[src/rtl/instruction_encoder_loader.sv]
// instruction_encoder_loader: encodes RV32I descriptors and streams them as word writes into instruction memory.
module instruction_encoder_loader #(
   parameter logic [31:0] BASE_ADDR   = 32'h0000_0000,
   parameter int          DEPTH_WORDS = 256
) (
   input  logic        clk,
   input  logic        rst_n,
   input  logic        start,
   input  logic        in_valid,
   output logic        in_ready,
   input  logic        in_last,
   input  logic [3:0]  op_class,
   input  logic [2:0]  funct3,
   input  logic        alt,
   input  logic [4:0]  rd,
   input  logic [4:0]  rs1,
   input  logic [4:0]  rs2,
   input  logic [31:0] imm,
   output logic        mem_we,
   output logic [31:0] mem_addr,
   output logic [31:0] mem_wdata,
   output logic        busy,
   output logic        done,
   output logic        err,
   output logic [7:0]  err_count,
   output logic        full
);
   localparam int PW = $clog2(DEPTH_WORDS + 1);
   localparam logic [PW-1:0] DEPTH = PW'(DEPTH_WORDS);
   typedef enum logic [1:0] {IDLE, LOAD, FLUSH, DONE} state_t;
   state_t state_q, state_d;
   logic [PW-1:0] ptr_q, ptr_d;
   logic        we_q, we_d, err_q, err_d, full_q, full_d;
   logic [31:0] addr_q, addr_d, wdata_q, wdata_d;
   logic [7:0]  cnt_q, cnt_d;
   logic [31:0] enc;
   logic        ok, accept, sh, imm12_ok, br_ok, jal_ok;
   assign in_ready  = (state_q == LOAD) && (ptr_q < DEPTH);
   assign accept    = in_valid & in_ready;
   assign mem_we    = we_q;
   assign mem_addr  = addr_q;
   assign mem_wdata = wdata_q;
   assign busy      = (state_q == LOAD) || (state_q == FLUSH);
   assign done      = state_q == DONE;
   assign err       = err_q;
   assign err_count = cnt_q;
   assign full      = full_q;
   // Sign-extension checks: the upper bits must all match the sign bit of the field.
   assign sh       = (funct3 == 3'b001) || (funct3 == 3'b101);
   assign imm12_ok = &imm[31:11] | ~|imm[31:11];
   assign br_ok    = (&imm[31:12] | ~|imm[31:12]) & ~imm[0];
   assign jal_ok   = (&imm[31:20] | ~|imm[31:20]) & ~imm[0];
   always_comb begin
      enc = 32'h0;
      ok  = 1'b0;
      case (op_class)
         4'd0: begin enc = {alt ? 7'h20 : 7'h00, rs2, rs1, funct3, rd, 7'h33}; ok = 1'b1; end
         4'd1: begin
            enc = {sh ? {1'b0, alt, 5'b0, imm[4:0]} : imm[11:0], rs1, funct3, rd, 7'h13};
            ok  = sh ? ~|imm[31:5] : imm12_ok;
         end
         4'd2: begin enc = {imm[11:0], rs1, funct3, rd, 7'h03}; ok = imm12_ok; end
         4'd3: begin enc = {imm[11:5], rs2, rs1, funct3, imm[4:0], 7'h23}; ok = imm12_ok; end
         4'd4: begin enc = {imm[12], imm[10:5], rs2, rs1, funct3, imm[4:1], imm[11], 7'h63}; ok = br_ok; end
         4'd5: begin enc = {imm[31:12], rd, 7'h37}; ok = ~|imm[11:0]; end
         4'd6: begin enc = {imm[31:12], rd, 7'h17}; ok = ~|imm[11:0]; end
         4'd7: begin enc = {imm[20], imm[10:1], imm[11], imm[19:12], rd, 7'h6F}; ok = jal_ok; end
         4'd8: begin enc = {imm[11:0], rs1, 3'b000, rd, 7'h67}; ok = imm12_ok; end
         default: begin enc = 32'h0; ok = 1'b0; end
      endcase
   end
   always_comb begin
      state_d = state_q;
      ptr_d   = ptr_q;
      we_d    = 1'b0;
      addr_d  = addr_q;
      wdata_d = wdata_q;
      err_d   = err_q;
      cnt_d   = cnt_q;
      full_d  = full_q;
      case (state_q)
         IDLE: if (start) begin
            state_d = LOAD;
            ptr_d   = '0;
            err_d   = 1'b0;
            cnt_d   = 8'h00;
            full_d  = 1'b0;
         end
         LOAD: begin
            if (accept && ok) begin
               we_d    = 1'b1;
               addr_d  = BASE_ADDR + (32'(ptr_q) << 2);
               wdata_d = enc;
               ptr_d   = ptr_q + 1'b1;
            end else if (accept) begin
               err_d = 1'b1;
               cnt_d = (cnt_q == 8'hFF) ? cnt_q : cnt_q + 8'h01;
            end
            full_d  = full_q | (ptr_d == DEPTH);
            state_d = ((accept && in_last) || (ptr_d == DEPTH)) ? FLUSH : LOAD;
         end
         FLUSH:   state_d = DONE;
         DONE:    state_d = IDLE;
         default: state_d = IDLE;
      endcase
   end
   always_ff @(posedge clk or negedge rst_n) begin
      if (!rst_n) begin
         state_q <= IDLE;
         ptr_q   <= '0;
         we_q    <= 1'b0;
         addr_q  <= 32'h0;
         wdata_q <= 32'h0;
         err_q   <= 1'b0;
         cnt_q   <= 8'h00;
         full_q  <= 1'b0;
      end else begin
         state_q <= state_d;
         ptr_q   <= ptr_d;
         we_q    <= we_d;
         addr_q  <= addr_d;
         wdata_q <= wdata_d;
         err_q   <= err_d;
         cnt_q   <= cnt_d;
         full_q  <= full_d;
      end
   end
endmodule

[config.mk]
export PLATFORM = sky130hd
export DESIGN_NAME = instruction_encoder_loader
export DESIGN_NICKNAME = d
export VERILOG_FILES = /design/src/rtl/instruction_encoder_loader.sv
export SDC_FILE = /design/constraint.sdc
export NUM_CORES = 1
export LEC_CHECK = 0
export ABC_CLOCK_PERIOD_IN_PS = 4200
export CAP_MARGIN = 25
export CORE_MARGIN = 4
export CORE_UTILIZATION = 49
export CTS_CLUSTER_DIAMETER = 50
export DETAILED_ROUTE_END_ITERATION = 10
export PLACE_DENSITY = 0.87
export SLEW_MARGIN = 20
export SYNTH_ARGS = -nofsm -noshare
export SYNTH_HDL_FRONTEND = slang
export SYNTH_SLANG_ARGS = --single-unit
[constraint.sdc]
create_clock -name clk -period 4.2 [get_ports clk]
set_input_delay 0.63 -clock clk [delete_from_list [all_inputs] [get_ports clk]]
set_output_delay 0.63 -clock clk [all_outputs]
set_load 0.01 [all_outputs]
==> results of run 1 <==
-- critical path, delay by kind of cell --
family          cells  cell delay [ps]
simple gates        2              840
compound gates      6             1050
buf+inv             2              940
mux                 1              260
-- per-layer routing --
metal | up-vias | GRT usage, % | routed length, microns
li1 | 1793 | - | -
met1 | 1762 | 29.6 | 4150
met2 | 197 | 40.8 | 5230
met3 | 20 | 5.71 | 914
met4 | 0 | 8.29 | 197
met5 | - | 0 | 0
-- registers in the layout (all words and copies together), names as in the netlist, named ones only --
signal / cells
err: 1
err_count: 8
full: 1
mem_addr: 9
mem_wdata: 31
mem_we: 1
ptr_q: 9
state_q: 1
-- report_power, final --
group	switching (mW)	internal (mW)	total (mW)	leakage, nW
Sequential	0.0729	0.707	0.780	0.845
Combinational	0.446	0.394	0.840	1.17
Clock	0.256	0.336	0.592	0.106
Total	0.775	1.44	2.21	2.12
-- logic make-up (layout without fill, tap and decap cells) --
| family | Yosys count | after routing | share of synthesized area (%) |
|---|---|---|---|
| AND/OR/NAND/NOR | 180 | 180 | 21.9 |
| AO/OA/AOI/OAI | 140 | 140 | 23.5 |
| flip-flops | 62 | 62 | 41.0 |
| buffers and inverters | 59 | 143 | 8.97 |
| multiplexers | 7 | 7 | 1.89 |
| adder cells (fa/ha/maj) | 5 | 5 | 1.65 |
| XOR/XNOR | 4 | 4 | 0.927 |
| other | 1 | 23 | 0.0992 |
-- area by class of cell --
class	instances	area share, %
inverter	9	0.663
clock inverter	7	1.92
tap	99	2.43
timing repair buffer	118	23.1
multi-input combinational	359	39.0
sequential	62	30.5
clock buffer	9	2.43
-- how the worst min path moves through the flow --
stage / start / end / cells after the start
floorplan: rst_n / async pin / 0
global placement: mem_wdata[5]$_DFFE_PN0P_ / mem_wdata[5]$_DFFE_PN0P_ / 1
detailed placement: mem_wdata[5]$_DFFE_PN0P_ / mem_wdata[5]$_DFFE_PN0P_ / 1
CTS: rst_n / mem_addr[2]$_DFFE_PN0P_ / 1
global route: rst_n / mem_wdata[1]$_DFFE_PN0P_ / 1
finish: rst_n / mem_addr[2]$_DFFE_PN0P_ / 1
-- placed cells by master, fill, tap and decap left out, types with 6 or more instances in the layout --
cell type        netlist  final
clkdlybuf4s50_1        0    113
nand2_1               85     85
dfrtp_1               62     62
o21ai_1               46     46
nor2_1                34     34
a21oi_1               24     24
a22oi_1               24     24
conb_1                 1     23
nand3_1               10     10
clkbuf_8               0      9
nand4_1                8      8
inv_1                  7      7
o21ai_0                7      7
nor4_1                 6      6
a31oi_1                6      6
and3_1                 6      6
and2_1                 6      6
mux2i_1                6      6
-- through the flow --
stage	worst slack, ps	hold slack [ps]
final	695	297
after global routing	442	342
after CTS	795	301
after detailed placement	467	470
after global placement	573	465
after floorplan	1550	334
==> flow_summary.ini, run 1 <==
[run_status]
status = complete, no violations

[clock_tree]
cts_buffers = 9
postCtsHoldBufs = 0
cts-root-buf = clkbuf_8
cts_tree = done
cts_buffer_depth = 2
h-tree-depth = 3
worstSkewPairLatency_ps = 350
cts_resized = 0
clk_pin_slew_ps = 80
post_cts_buffers = 0
cts_sinks = 62

[synth]
yosysMostFrequentCell = nand2_1
yosysTopAreaCellShare_pct = 41.0
yosys.area.top_type = dfrtp_1
yosys-top-cells-count = nand2_1 (85), dfrtp_1 (62), o21ai_1 (46)
synth_warnings = 0
synth-main-ff-cell = dfrtp_1
ys_seq_elements = 62
synth-edff-count = 0
synthArstFlopShare_pct = 100
synthCells = 458
netlist_area_sq_mm = 0.00378
ys_top_cells_by_area = dfrtp_1 (41%), nand2_1 (8.4%), o21ai_1 (6.1%)
synth_cell_types = 53
avgSynthCellArea_sq_um = 8.26
ys_seq_area_share_pct = 41.0

[sta]
drv_slew = 0
slew_headroom_pct = 54.4
setup_viol = 0
finalClockSkew_ps = 6.74
period_minus_slack_ps = 3500
rsz0062_at_grt = no
period_share_pct = 83.4
tns_ps = 0
fmaxAchievable_mhz = 285
finalHoldViolCount = 0
tightest_slew_ps = 682

[setup_path]
crit_chain = clkdlybuf4s50_1, or2_2, nor4_1, a32oi_1, a21oi_1, o31ai_4, inv_2, mux2i_1, o221a_2, o21ai_2, a31o_1
slowest_delay_ps = 670
crit_slowest_cell = clkdlybuf4s50_1
crit_path_end = state_q[0]$_DFFE_PN0P_
worstSetupStartpoint = op_class[0]
setup.worst_path.start_class = input port
critPathRequiredTime_ps = 4430
reg2regPathDepth = 11
reg2reg_to = state_q[0]$_DFFE_PN0P_
critPathKind = in -> reg
arrival_ps = 3740
crit_path_end_kind = flop
ff2ff_setup_slack_ps = 1060
crit_path_max_fanout = 17

[placed_design]
postPlaceCellArea_sq_mm = 0.00487
portBuffers = 114
dp_hpwl_microns = 7870
dpl.cell_count = 647
place.gp.congestion = 0.965

[finish]
utilization_pct = 69.1
syn_to_final_growth_pct = 34.7
multi_input_area_sq_mm = 0.00199
register_area_sq_mm = 0.00155
antenna_cells_inserted = 0
fillCellCount = 611
drive_gt1_share_pct = 6.21
final_cell_area_sq_mm = 0.00509
finalNonFillerCells = 663
final_nets = 624

[routing]
vias = 3772
firstDrtPassIters = 5
drcViolationCount = 0
vias_per_cell = 5.69
final_antenna_net_count = 0
drt_iter0_drc = 264
finalWirelength_microns = 10500
drt-wirelength-per-cell_microns = 15.8

[power_and_ir_drop]
vdd_drop_max_v = 0.000262
p_leak_nw = 2.12
power_density_mw_per_mm2 = 434
finalPower_mw = 2.21

[global_route]
grt_pass1_vias = 3816
grtUsageTotal_pct = 23.9
grt.overflow.total = 0
antenna_found_initial = 0
grt_max_degree = 84
grt_pass1_wl_microns = 17500

[floorplan]
die_area_sq_mm = 0.00919
core_area_sq_mm = 0.00737
rows = 31
fp.dieW_microns = 95.8
die_h_microns = 95.8
start_util_pct = 51.3
num_io_pins = 138

[job]
maxCapViolCount = 0

[worst_hold_path]
hp-class = in -> async
Note: power is estimated with default switching activity, not from simulation.
==> run 2, diff against run 1 <==
--- a/config.mk
+++ b/config.mk
@@ -5,13 +5,13 @@
 export SDC_FILE = /design/constraint.sdc
 export NUM_CORES = 1
 export LEC_CHECK = 0
-export ABC_CLOCK_PERIOD_IN_PS = 4200
+export ABC_CLOCK_PERIOD_IN_PS = 2800
 export CAP_MARGIN = 25
 export CORE_MARGIN = 4
-export CORE_UTILIZATION = 49
+export CORE_UTILIZATION = 41
 export CTS_CLUSTER_DIAMETER = 50
 export DETAILED_ROUTE_END_ITERATION = 10
-export PLACE_DENSITY = 0.87
+export PLACE_DENSITY = 0.78
 export SLEW_MARGIN = 20
 export SYNTH_ARGS = -nofsm -noshare
 export SYNTH_HDL_FRONTEND = slang
==> constraint.sdc (replaced) <==
create_clock -name clk -period 2.8 [get_ports clk]
set_input_delay 0.42 -clock clk [delete_from_list [all_inputs] [get_ports clk]]
set_output_delay 0.42 -clock clk [all_outputs]
set_load 0.01 [all_outputs]
==> run 2 against run 1 <==
Net effect:
- core utilization decreased by 7.1 points
- die area up 18%
- total power rose by 52%
- first-iteration DRC count decreased by 22%
- largest cell class unchanged
- clock skew grew 2.2 ps
- critical path depth increased by 2
- critical endpoint is now ptr_q[2]$_DFFE_PN0P_
- largest power group unchanged
==> flow_summary.ini, run 2 (same netlist as run 1, synthesis figures left out) <==
[floorplan]
die_h_microns = 104
fp.dieW_microns = 104
rows = 34
num_io_pins = 138
start_util_pct = 42.7
core_area_sq_mm = 0.00885
die_area_sq_mm = 0.0108

[power_and_ir_drop]
finalPower_mw = 3.35
power_density_mw_per_mm2 = 611
vdd_drop_max_v = 0.000277
p_leak_nw = 2.39

[sta]
tightest_slew_ps = 751
finalHoldViolCount = 0
tns_ps = 0
rsz0062_at_grt = no
period_share_pct = 96.4
drv_slew = 0
slew_headroom_pct = 50.0
setup_viol = 0
setup_ws_ps = 101
period_minus_slack_ps = 2700
finalClockSkew_ps = 8.96
fmaxAchievable_mhz = 371

[routing]
drt_iter0_drc = 207
drcViolationCount = 0
vias_per_cell = 5.56
vias = 4002
final_antenna_net_count = 0
firstDrtPassIters = 5
finalWirelength_microns = 12000
drt-wirelength-per-cell_microns = 16.7

[setup_path]
ff2ff_setup_slack_ps = 280
critPathRequiredTime_ps = 3040
crit_path_end = ptr_q[2]$_DFFE_PN0P_
reg2regPathDepth = 11
reg2reg_to = err_count[5]$_DFFE_PN0P_
crit_path_max_fanout = 6
critPathKind = in -> reg
arrival_ps = 2940
setup.worst_path.start_class = input port
crit_path_end_kind = flop
worstSetupStartpoint = imm[5]

[placed_design]
dp_slack_ps = -378
dpl.cell_count = 701
portBuffers = 114
place.gp.congestion = 0.929
dp_hpwl_microns = 9230

[global_route]
antenna_found_initial = 0
grt_max_degree = 34
grt.overflow.total = 0
grt_pass1_wl_microns = 19500
grt_pass1_vias = 4077
grtUsageTotal_pct = 21.8

[job]
maxCapViolCount = 0

[finish]
syn_to_final_growth_pct = 45.1
utilization_pct = 62.0
drive_gt1_share_pct = 14.2
final_cell_mix = clkdlybuf4s50_1 (109), nand2_1 (85), dfrtp_1 (62), buf_4 (51), o21ai_1 (45)
largest_reg_flops = 31
finalNonFillerCells = 720
final_nets = 672
antenna_cells_inserted = 0
final_common_cell = clkdlybuf4s50_1

[clock_tree]
cts_buffer_depth = 2
cts_tree = done
worstSkewPairLatency_ps = 360
cts_buffers = 9
postCtsHoldBufs = 0
clk_pin_slew_ps = 70
h-tree-depth = 3
cts_sinks = 62
cts-root-buf = clkbuf_8

[worst_hold_path]
hp-class = in -> async

[run_status]
status = complete, no violations
[run 2: cell types whose count changed in the layout (fill, tap and decap cells not counted), moves of 2 or more]
cell and delta:
clkinvlp_4 -2, clkbuf_8 +2, buf_4 +48, a31oi_2 +2, clkinv_2 +2, a31oi_1 -2
dlymetal6s2s_1 +3, clkdlybuf4s50_1 -4
[run 2: power breakdown]
| group | internal (mW) | leakage (nW) | switching (mW) |
|---|---|---|---|
| logic | 0.656 | 1.44 | 0.690 |
| registers | 1.06 | 0.845 | 0.122 |
| clock network | 0.455 | 0.106 | 0.369 |
[run 2: per-stage QoR]
step / cell area (sq um) / hold WS [ps]
CTS: 5450 / 141
detailed placement: 5220 / 462
global route: 5490 / 175
floorplan: 3860 / 124
global placement: 5220 / 460
finish: 5490 / 127
[run 2: layout make-up]
class                      count  area (sq um)
fill                         764          3360
sequential                    62          1550
tap                          108           135
clock buffer                  12           155
inverter                       9          33.8
timing repair buffer         166          1550
clock inverter                 4          45.0
multi-input combinational    359          2020
[run 2: worst min-delay path by stage]
stage | end | slack [ps] | depth (start not counted) | start
2_1_floorplan | async pin | 120 | 0 | rst_n
3_3_place_gp | mem_addr[4]$_DFFE_PN0P_ | 460 | 2 | mem_addr[4]$_DFFE_PN0P_
3_5_place_dp | mem_addr[4]$_DFFE_PN0P_ | 460 | 2 | mem_addr[4]$_DFFE_PN0P_
4_1_cts | mem_addr[9]$_DFFE_PN0P_ | 140 | 1 | rst_n
5_1_grt | mem_addr[9]$_DFFE_PN0P_ | 170 | 1 | rst_n
6_report | mem_addr[9]$_DFFE_PN0P_ | 130 | 1 | rst_n
[run 2: what timing repair did]
action	4_1_cts	5_1_grt
setup buffers	3	0
endpoints found under the setup margin	2	13
pin swaps	8	7
gates cloned	0	0
resized for setup	3	9
[run 2: critical path, cell delays in order]
cell and delay, ps:
clkdlybuf4s50_1 430, or4_4 540, nor3_4 190, buf_4 150, nand4_1 90, o211ai_1 170, o31ai_4 140, inv_2 120
buf_4 110, buf_4 130, and2_4 150, mux2i_1 190, o21ai_1 90
[run 2: metal layers]
layer,track usage [%],up-vias,part of all wire (%)
met5,0,-,0
met4,10.1,0,3.0
met3,3.79,34,6.6
met2,37.7,176,49
met1,26.4,1905,41
li1,-,1887,-
==> run 3, diff against run 2 <==
--- a/config.mk
+++ b/config.mk
@@ -5,7 +5,7 @@
 export SDC_FILE = /design/constraint.sdc
 export NUM_CORES = 1
 export LEC_CHECK = 0
-export ABC_CLOCK_PERIOD_IN_PS = 2800
+export ABC_CLOCK_PERIOD_IN_PS = 2300
 export CAP_MARGIN = 25
 export CORE_MARGIN = 4
 export CORE_UTILIZATION = 41
==> constraint.sdc (replaced) <==
create_clock -name clk -period 2.3 [get_ports clk]
set_input_delay 0.345 -clock clk [delete_from_list [all_inputs] [get_ports clk]]
set_output_delay 0.345 -clock clk [all_outputs]
set_load 0.01 [all_outputs]
==> run 3 against run 2 <==
Net effect:
- the run now ends with negative hold slack left
- clock power up 24%
- non-clock buffer count grew 34
- critical path type unchanged
- cell area rose by 7.2%
- final cell count is 4.9% higher
- flip-flop and latch count unchanged
- die area is the same
- global-route usage about the same
==> flow_summary.ini, run 3 (same netlist as run 1, synthesis figures left out) <==
[setup_path]
critPathKind = in -> reg
crit_path_end_kind = flop
reg2regPathDepth = 10
arrival_ps = 2530
crit_path_max_fanout = 4
critPathRequiredTime_ps = 2540
crit_slowest_cell = or4_4
setup.worst_path.start_class = input port
cp_common_cell = buf_6
reg2reg_to = err_count[6]$_DFFE_PN0P_
critPathBufInv = 5
crit_chain = buf_6, or4_4, nor3_4, buf_4, nand4_1, o211ai_1, o31ai_4, inv_2, buf_6, nand2_4, buf_6, nor2_2, mux2i_1, o21ai_1
cp_top_family = simple AND/OR/NAND/NOR gates
slowest_delay_ps = 540
ff2ff_setup_slack_ps = 180

[clock_tree]
postCtsHoldBufs = 0
worstSkewPairLatency_ps = 350
cts_buffer_depth = 2
cts_buffers = 9
cts_sinks = 62
cts_tree = done
clk_pin_slew_ps = 70
cts-root-buf = clkbuf_8
h-tree-depth = 3

[power_and_ir_drop]
power_density_mw_per_mm2 = 712
vdd_drop_max_v = 0.000315
finalPower_mw = 4.19
p_leak_nw = 2.70

[floorplan]
fp.dieW_microns = 104
die_area_sq_mm = 0.0108
rows = 34
start_util_pct = 42.7
num_io_pins = 138
core_area_sq_mm = 0.00885
die_h_microns = 104

[sta]
rsz0062_at_grt = yes
worst_hold_slack_ps = -11.6
tns_ps = 0
finalClockSkew_ps = 5.01
slew_headroom_pct = 64.2
period_minus_slack_ps = 2290
drv_slew = 0
period_share_pct = 99.4
fmaxAchievable_mhz = 437
finalHoldViolCount = 8
tightest_slew_ps = 535
setup_ws_ps = 13.9
setup_viol = 0

[finish]
largest_reg_flops = 31
register_area_sq_mm = 0.00155
utilization_pct = 66.5
final_common_cell = nand2_1
finalNonFillerCells = 755
fillCellCount = 766
syn_to_final_growth_pct = 55.6
final_nets = 706
final_cell_mix = nand2_1 (83), clkdlybuf4s50_1 (77), buf_4 (73), dfrtp_1 (62), o21ai_1 (46)
multi_input_area_sq_mm = 0.00212
drive_gt1_share_pct = 22.4
final_cell_area_sq_mm = 0.00588

[global_route]
grt_pass1_wl_microns = 19600
antenna_found_initial = 1
grt_pass1_vias = 4017
grt.overflow.total = 0
grtUsageTotal_pct = 21.8
grt_max_degree = 63

[routing]
finalWirelength_microns = 12100
vias = 4050
drcViolationCount = 0
vias_per_cell = 5.36
firstDrtPassIters = 5
drt-wirelength-per-cell_microns = 16.1
final_antenna_net_count = 0
drt_iter0_drc = 233

[placed_design]
dp_hpwl_microns = 8930
place.gp.congestion = 0.883
dp_slack_ps = -758
portBuffers = 114
postPlaceCellArea_sq_mm = 0.00536
dpl.cell_count = 719

[worst_hold_path]
hp-class = in -> async

[run_status]
status = finished, violations left
failed_checks = negative hold slack

[job]
maxCapViolCount = 0
[run 3: where the power goes]
group	switching, mW	internal [mW]	total, mW
Combinational	0.867	0.871	1.74
Sequential	0.146	1.29	1.44
Clock	0.457	0.559	1.02
Total	1.47	2.72	4.19
[run 3: what timing repair did]
action                                  4_1_cts  5_1_grt
endpoints found under the setup margin       54       25
resized for setup                            63       46
pin swaps                                    19       14
hold endpoints to repair                      0        0
buffers inserted                              3       16
[run 3: final cells by class]
class / count / area share [%]
Sequential cell: 62 / 26.4
Antenna cell: 1 / 0.0425
Inverter: 9 / 0.574
Clock buffer: 13 / 2.70
Timing Repair Buffer: 200 / 31.2
Clock inverter: 3 / 0.723
Tap cell: 108 / 2.30
Multi-Input combinational cell: 359 / 36.1
[run 3: how the worst max path moves through the flow]
stage | startpoint | to | cells past startpoint
floorplan | imm[5] | state_q[0]$_DFFE_PN0P_ | 10
global placement | imm[5] | state_q[0]$_DFFE_PN0P_ | 11
detailed placement | imm[5] | state_q[0]$_DFFE_PN0P_ | 11
CTS | imm[8] | state_q[0]$_DFFE_PN0P_ | 11
global route | op_class[1] | err_count[6]$_DFFE_PN0P_ | 14
finish | imm[8] | ptr_q[7]$_DFFE_PN0P_ | 14
[run 3: per-layer routing]
layer	vias to the layer above	track usage, %	routed length [microns]	share of wire, %
li1	1959	-	-	-
met1	1906	27.4	5080	42
met2	156	37.1	6120	50
met3	29	4.90	709	5.8
met4	0	7.41	223	1.8
met5	-	0	0	0
==> variant 1 (settings of run 2) <==
`addr_q` no longer has a reset.
--- a/src/rtl/instruction_encoder_loader.sv
+++ b/src/rtl/instruction_encoder_loader.sv
@@ -109,7 +109,6 @@
          state_q <= IDLE;
          ptr_q   <= '0;
          we_q    <= 1'b0;
-         addr_q  <= 32'h0;
          wdata_q <= 32'h0;
          err_q   <= 1'b0;
          cnt_q   <= 8'h00;
@@ -118,12 +117,15 @@
          state_q <= state_d;
          ptr_q   <= ptr_d;
          we_q    <= we_d;
-         addr_q  <= addr_d;
          wdata_q <= wdata_d;
          err_q   <= err_d;
          cnt_q   <= cnt_d;
          full_q  <= full_d;
       end
    end
+
+   always_ff @(posedge clk) begin
+      addr_q <= addr_d;
+   end
 endmodule
 
Behaviour: differs if rst_n is asserted again (counterexample within 4 cycles, from zero or initial values and one cycle with rst_n low); with rst_n held inactive, the same outputs for 4 cycles.
==> variant 1 against run 2 <==
Final area rose by 1.7%. Register-to-register slack improved by 0.11 ns. Count of clock-buffer cells in the layout shrank 2. Synthesized cell count shrank 9.6%. Die area fell by 3.4%. Setup slack improved by 0.016 ns. Wire length is 2.0% lower. Core utilization rose by 2.3 points. Clock skew increased by 0.0040 ns. Synthesized area is 3.6% lower. Sequential cell count unchanged. Total power grew 9.3%. Critical endpoint is now full$_DFFE_PN0P_.
==> variant 1: results <==
{
  "wl_um": 11800,
  "clk-insertion-delay-late_ns": 0.34,
  "postPlaceCellArea_um2": 5240,
  "crit_end": "full$_DFFE_PN0P_",
  "synthTopCellsByArea": "dfrtp_1 (36%), edfxtp_1 (7.4%), nor2_1 (7.2%), buf_4 (4.9%), a221oi_1 (4.3%)",
  "worst_hold_slack_ns": 0.0705,
  "layout-drive-gt1-share_pct": 18.0,
  "grt_max_degree": 54,
  "power_frac_clock_pct": 18.6,
  "synth.distinct_cells": 59,
  "syn_to_final_growth_pct": 53.2,
  "ir_drop_uv": 398,
  "layout.nets": 653,
  "cp.arrival_ns": 2.96,
  "rr_worst_depth": 10,
  "skew_ns": 0.0129,
  "grt_pass1_wl_um": 18300,
  "async_flop_share_pct": 85.5,
  "status": "complete, no violations",
  "instances_no_fill": 702,
  "synth_xor_area_share_pct": 1.44,
  "seq_area_frac_synth_pct": 43.8,
  "synth_compound_area_share_pct": 20.0,
  "track_usage_pct": 22.2,
  "via_per_inst": 5.52,
  "first_global_vias": 3690,
  "dp_hpwl_um": 8880,
  "synth_edf_count": 9,
  "switching_share_pct": 36.2,
  "ys_top_cells_by_count": "nor2_1 (70), dfrtp_1 (53), nand2_1 (41)",
  "r2r_setup_slack_ns": 0.39,
  "synthAdderAreaFrac_pct": 1.72,
  "switching_power_mw": 1.33,
  "muxShareOfSynthArea_pct": 1.68,
  "fillCellCount": 768,
  "p_seq_share_pct": 36.5,
  "max_slew.worst_pin.slew_ns": 0.623,
  "crit_fanout": 5,
  "cp-startpoint": "imm[13]",
  "syn_avg_cell_area_um2": 8.80,
  "dp_slack_ns": -0.500,
  "p_leak_nw": 2.47,
  "cp_slowest_cell": "or4b_4"
}
## variant 1: timing repair
item                                    in CTS  in global routing
hold endpoints to repair                     0                  0
setup buffers                                3                  4
pin swaps                                    3                  9
endpoints found under the setup margin       3                 14
resized for setup                           21                 21
## variant 1: metal layers
| metal | track usage, % | vias to the layer above | wire length, um |
|---|---|---|---|
| li1 | - | 1815 | - |
| met1 | 31.6 | 1865 | 5130 |
| met2 | 34.0 | 178 | 5480 |
| met3 | 3.41 | 15 | 995 |
| met4 | 8.48 | 0 | 165 |
| met5 | 0 | - | 0 |
## variant 1: final cells by class
cell class                      instances  area share, %
Antenna cell                            1         0.0448
Tap cell                              108           2.42
Clock inverter                          6          0.695
Inverter                                9          0.605
Clock buffer                           10           2.29
Sequential cell                        62           28.6
Multi-Input combinational cell        320           34.6
Timing Repair Buffer                  186           30.7
==> variant 2 (settings of run 2) <==
Made on the original files. Change the parameter `DEPTH_WORDS` from 256 to 128.
--- a/src/rtl/instruction_encoder_loader.sv
+++ b/src/rtl/instruction_encoder_loader.sv
@@ -1,7 +1,7 @@
 // instruction_encoder_loader: encodes RV32I descriptors and streams them as word writes into instruction memory.
 module instruction_encoder_loader #(
    parameter logic [31:0] BASE_ADDR   = 32'h0000_0000,
-   parameter int          DEPTH_WORDS = 256
+   parameter int          DEPTH_WORDS = 128
 ) (
    input  logic        clk,
    input  logic        rst_n,
Formal check against the unedited RTL: no difference found for any inputs over 4 cycles, from zero or initial values and one cycle with rst_n low; that may be too few to reach the edited logic, so the function may still have changed.
==> variant 2 against run 2 <==
Sequential share of layout area fell by 1.2 points. Count of clock-buffer cells in the layout did not move. Wire length shrank 3.5%. Clock power fell by 2.9%. Sequential cell count is 2 lower. Synthesized cell count decreased by 6.8%. Total power grew 2.3%. Setup slack got worse by 0.063 ns. Combinational power increased by 4%. Final cell count down 2.1%. Synthesized area shrank 5.5%. Final area grew 1.1%. Register-to-register slack better by 0.09 ns. Largest cell class unchanged.
==> variant 2: results <==
{
  "dr.pass1.iters": 5,
  "worst_hold_slack_ns": 0.120,
  "port_buffers": 113,
  "skew_ns": 0.00650,
  "r2r_setup_slack_ns": 0.37,
  "cts.path.max_buffers": 2,
  "critPathTopFamily": "compound AO/OA/AOI/OAI gates",
  "first_global_vias": 3706,
  "synthTopCellsByArea": "dfrtp_1 (42%), nand2_1 (8.3%), o21ai_0 (6.3%), buf_4 (5.3%), a22oi_1 (4.8%)",
  "fillCellCount": 707,
  "drtIter0Drc": 218,
  "p_leak_nw": 2.51,
  "slowest_delay_ns": 0.49,
  "via_per_inst": 5.45,
  "p_seq_share_pct": 35.6,
  "synth_xor_area_share_pct": 2.45,
  "powerDensity_nw_per_um2": 618,
  "wire_per_inst_um": 16.4,
  "overflow": 0,
  "syn_avg_cell_area_um2": 8.37,
  "yosys_warnings": 0,
  "grt_pass1_wl_um": 18400,
  "ys_top_cells_by_count": "nand2_1 (79), dfrtp_1 (60), o21ai_0 (45)",
  "track_usage_pct": 22.6,
  "postPlaceCellArea_um2": 5170,
  "seq_area_frac_synth_pct": 42.0,
  "dp_hpwl_um": 8790,
  "placed_cells": 688,
  "layout-drive-gt1-share_pct": 18.2,
  "instances_no_fill": 705,
  "synth.distinct_cells": 53,
  "relSlewSlack_pct": 55.3,
  "stdcell_area_um2": 5550,
  "clk_pin_slew_ns": 0.06,
  "muxShareOfSynthArea_pct": 0.911,
  "async_flop_share_pct": 100,
  "p_comb_share_pct": 41.1,
  "cp_slowest_cell": "clkdlybuf4s50_1",
  "switching_power_mw": 1.17,
  "rr_worst_depth": 8,
  "crit_fanout": 3,
  "grt_max_degree": 80,
  "diodes": 0,
  "gp_congestion": 0.950,
  "layout.nets": 660,
  "cts_htree_levels": 3,
  "ir_drop_uv": 326,
  "synth_compound_area_share_pct": 21.4,
  "status": "complete, no violations",
  "synthAdderAreaFrac_pct": 1.75,
  "dp_slack_ns": -0.487,
  "clk-insertion-delay-late_ns": 0.34
}
-- variant 2: cell count changes in the layout (fill, tap and decap cells not counted), moves of 5 or more --
cell	run 2	this run
a21oi_1	24	16
buf_4	51	63
clkdlybuf4s50_1	109	101
dlymetal6s2s_1	3	11
mux2i_1	6	1
nand2_1	85	79
nand4_1	8	15
nor2_1	34	29
nor4_1	6	1
o21ai_0	7	45
o21ai_1	45	1
xor2_1	3	8
-- variant 2: cell type report --
cell class              instances  area share [%]
well taps                     105            2.37
multi-input cells             333            35.5
flip-flops and latches         60            27.1
inverters                       9           0.609
clock inverters                 4           0.857
clock buffers                  12            2.80
repair buffers                182            30.8
-- variant 2: repair_timing --
action	in CTS	in global routing
buffers inserted	0	1
pin swaps	3	16
gates resized for setup	5	32
endpoints found under the setup margin	11	23
-- variant 2: per-layer routing --
layer	vias up	track usage (%)	wire [um]
met3	27	4.48	708
met5	-	0	0
met4	0	8.79	318
met2	155	36.1	5540
met1	1844	30.4	5030
li1	1817	-	-
-- variant 2: cell families after synthesis --
family	after synthesis
multiplexers	3
XOR/XNOR	10
AO/OA/AOI/OAI	118
flip-flops	60
buffers and inverters	57
other	1
AND/OR/NAND/NOR	173
adder cells (fa/ha/maj)	5
-- variant 2: worst max-delay path by stage --
stage	startpoint	to	slack (ns)	cells past startpoint
3_3_place_gp	imm[31]	flip-flop	-0.42	9
2_1_floorplan	imm[31]	flip-flop	0.14	8
5_1_grt	imm[7]	flip-flop	-0.04	10
6_report	imm[24]	flip-flop	0.04	9
3_5_place_dp	imm[28]	flip-flop	-0.49	9
4_1_cts	imm[31]	flip-flop	-0.05	10
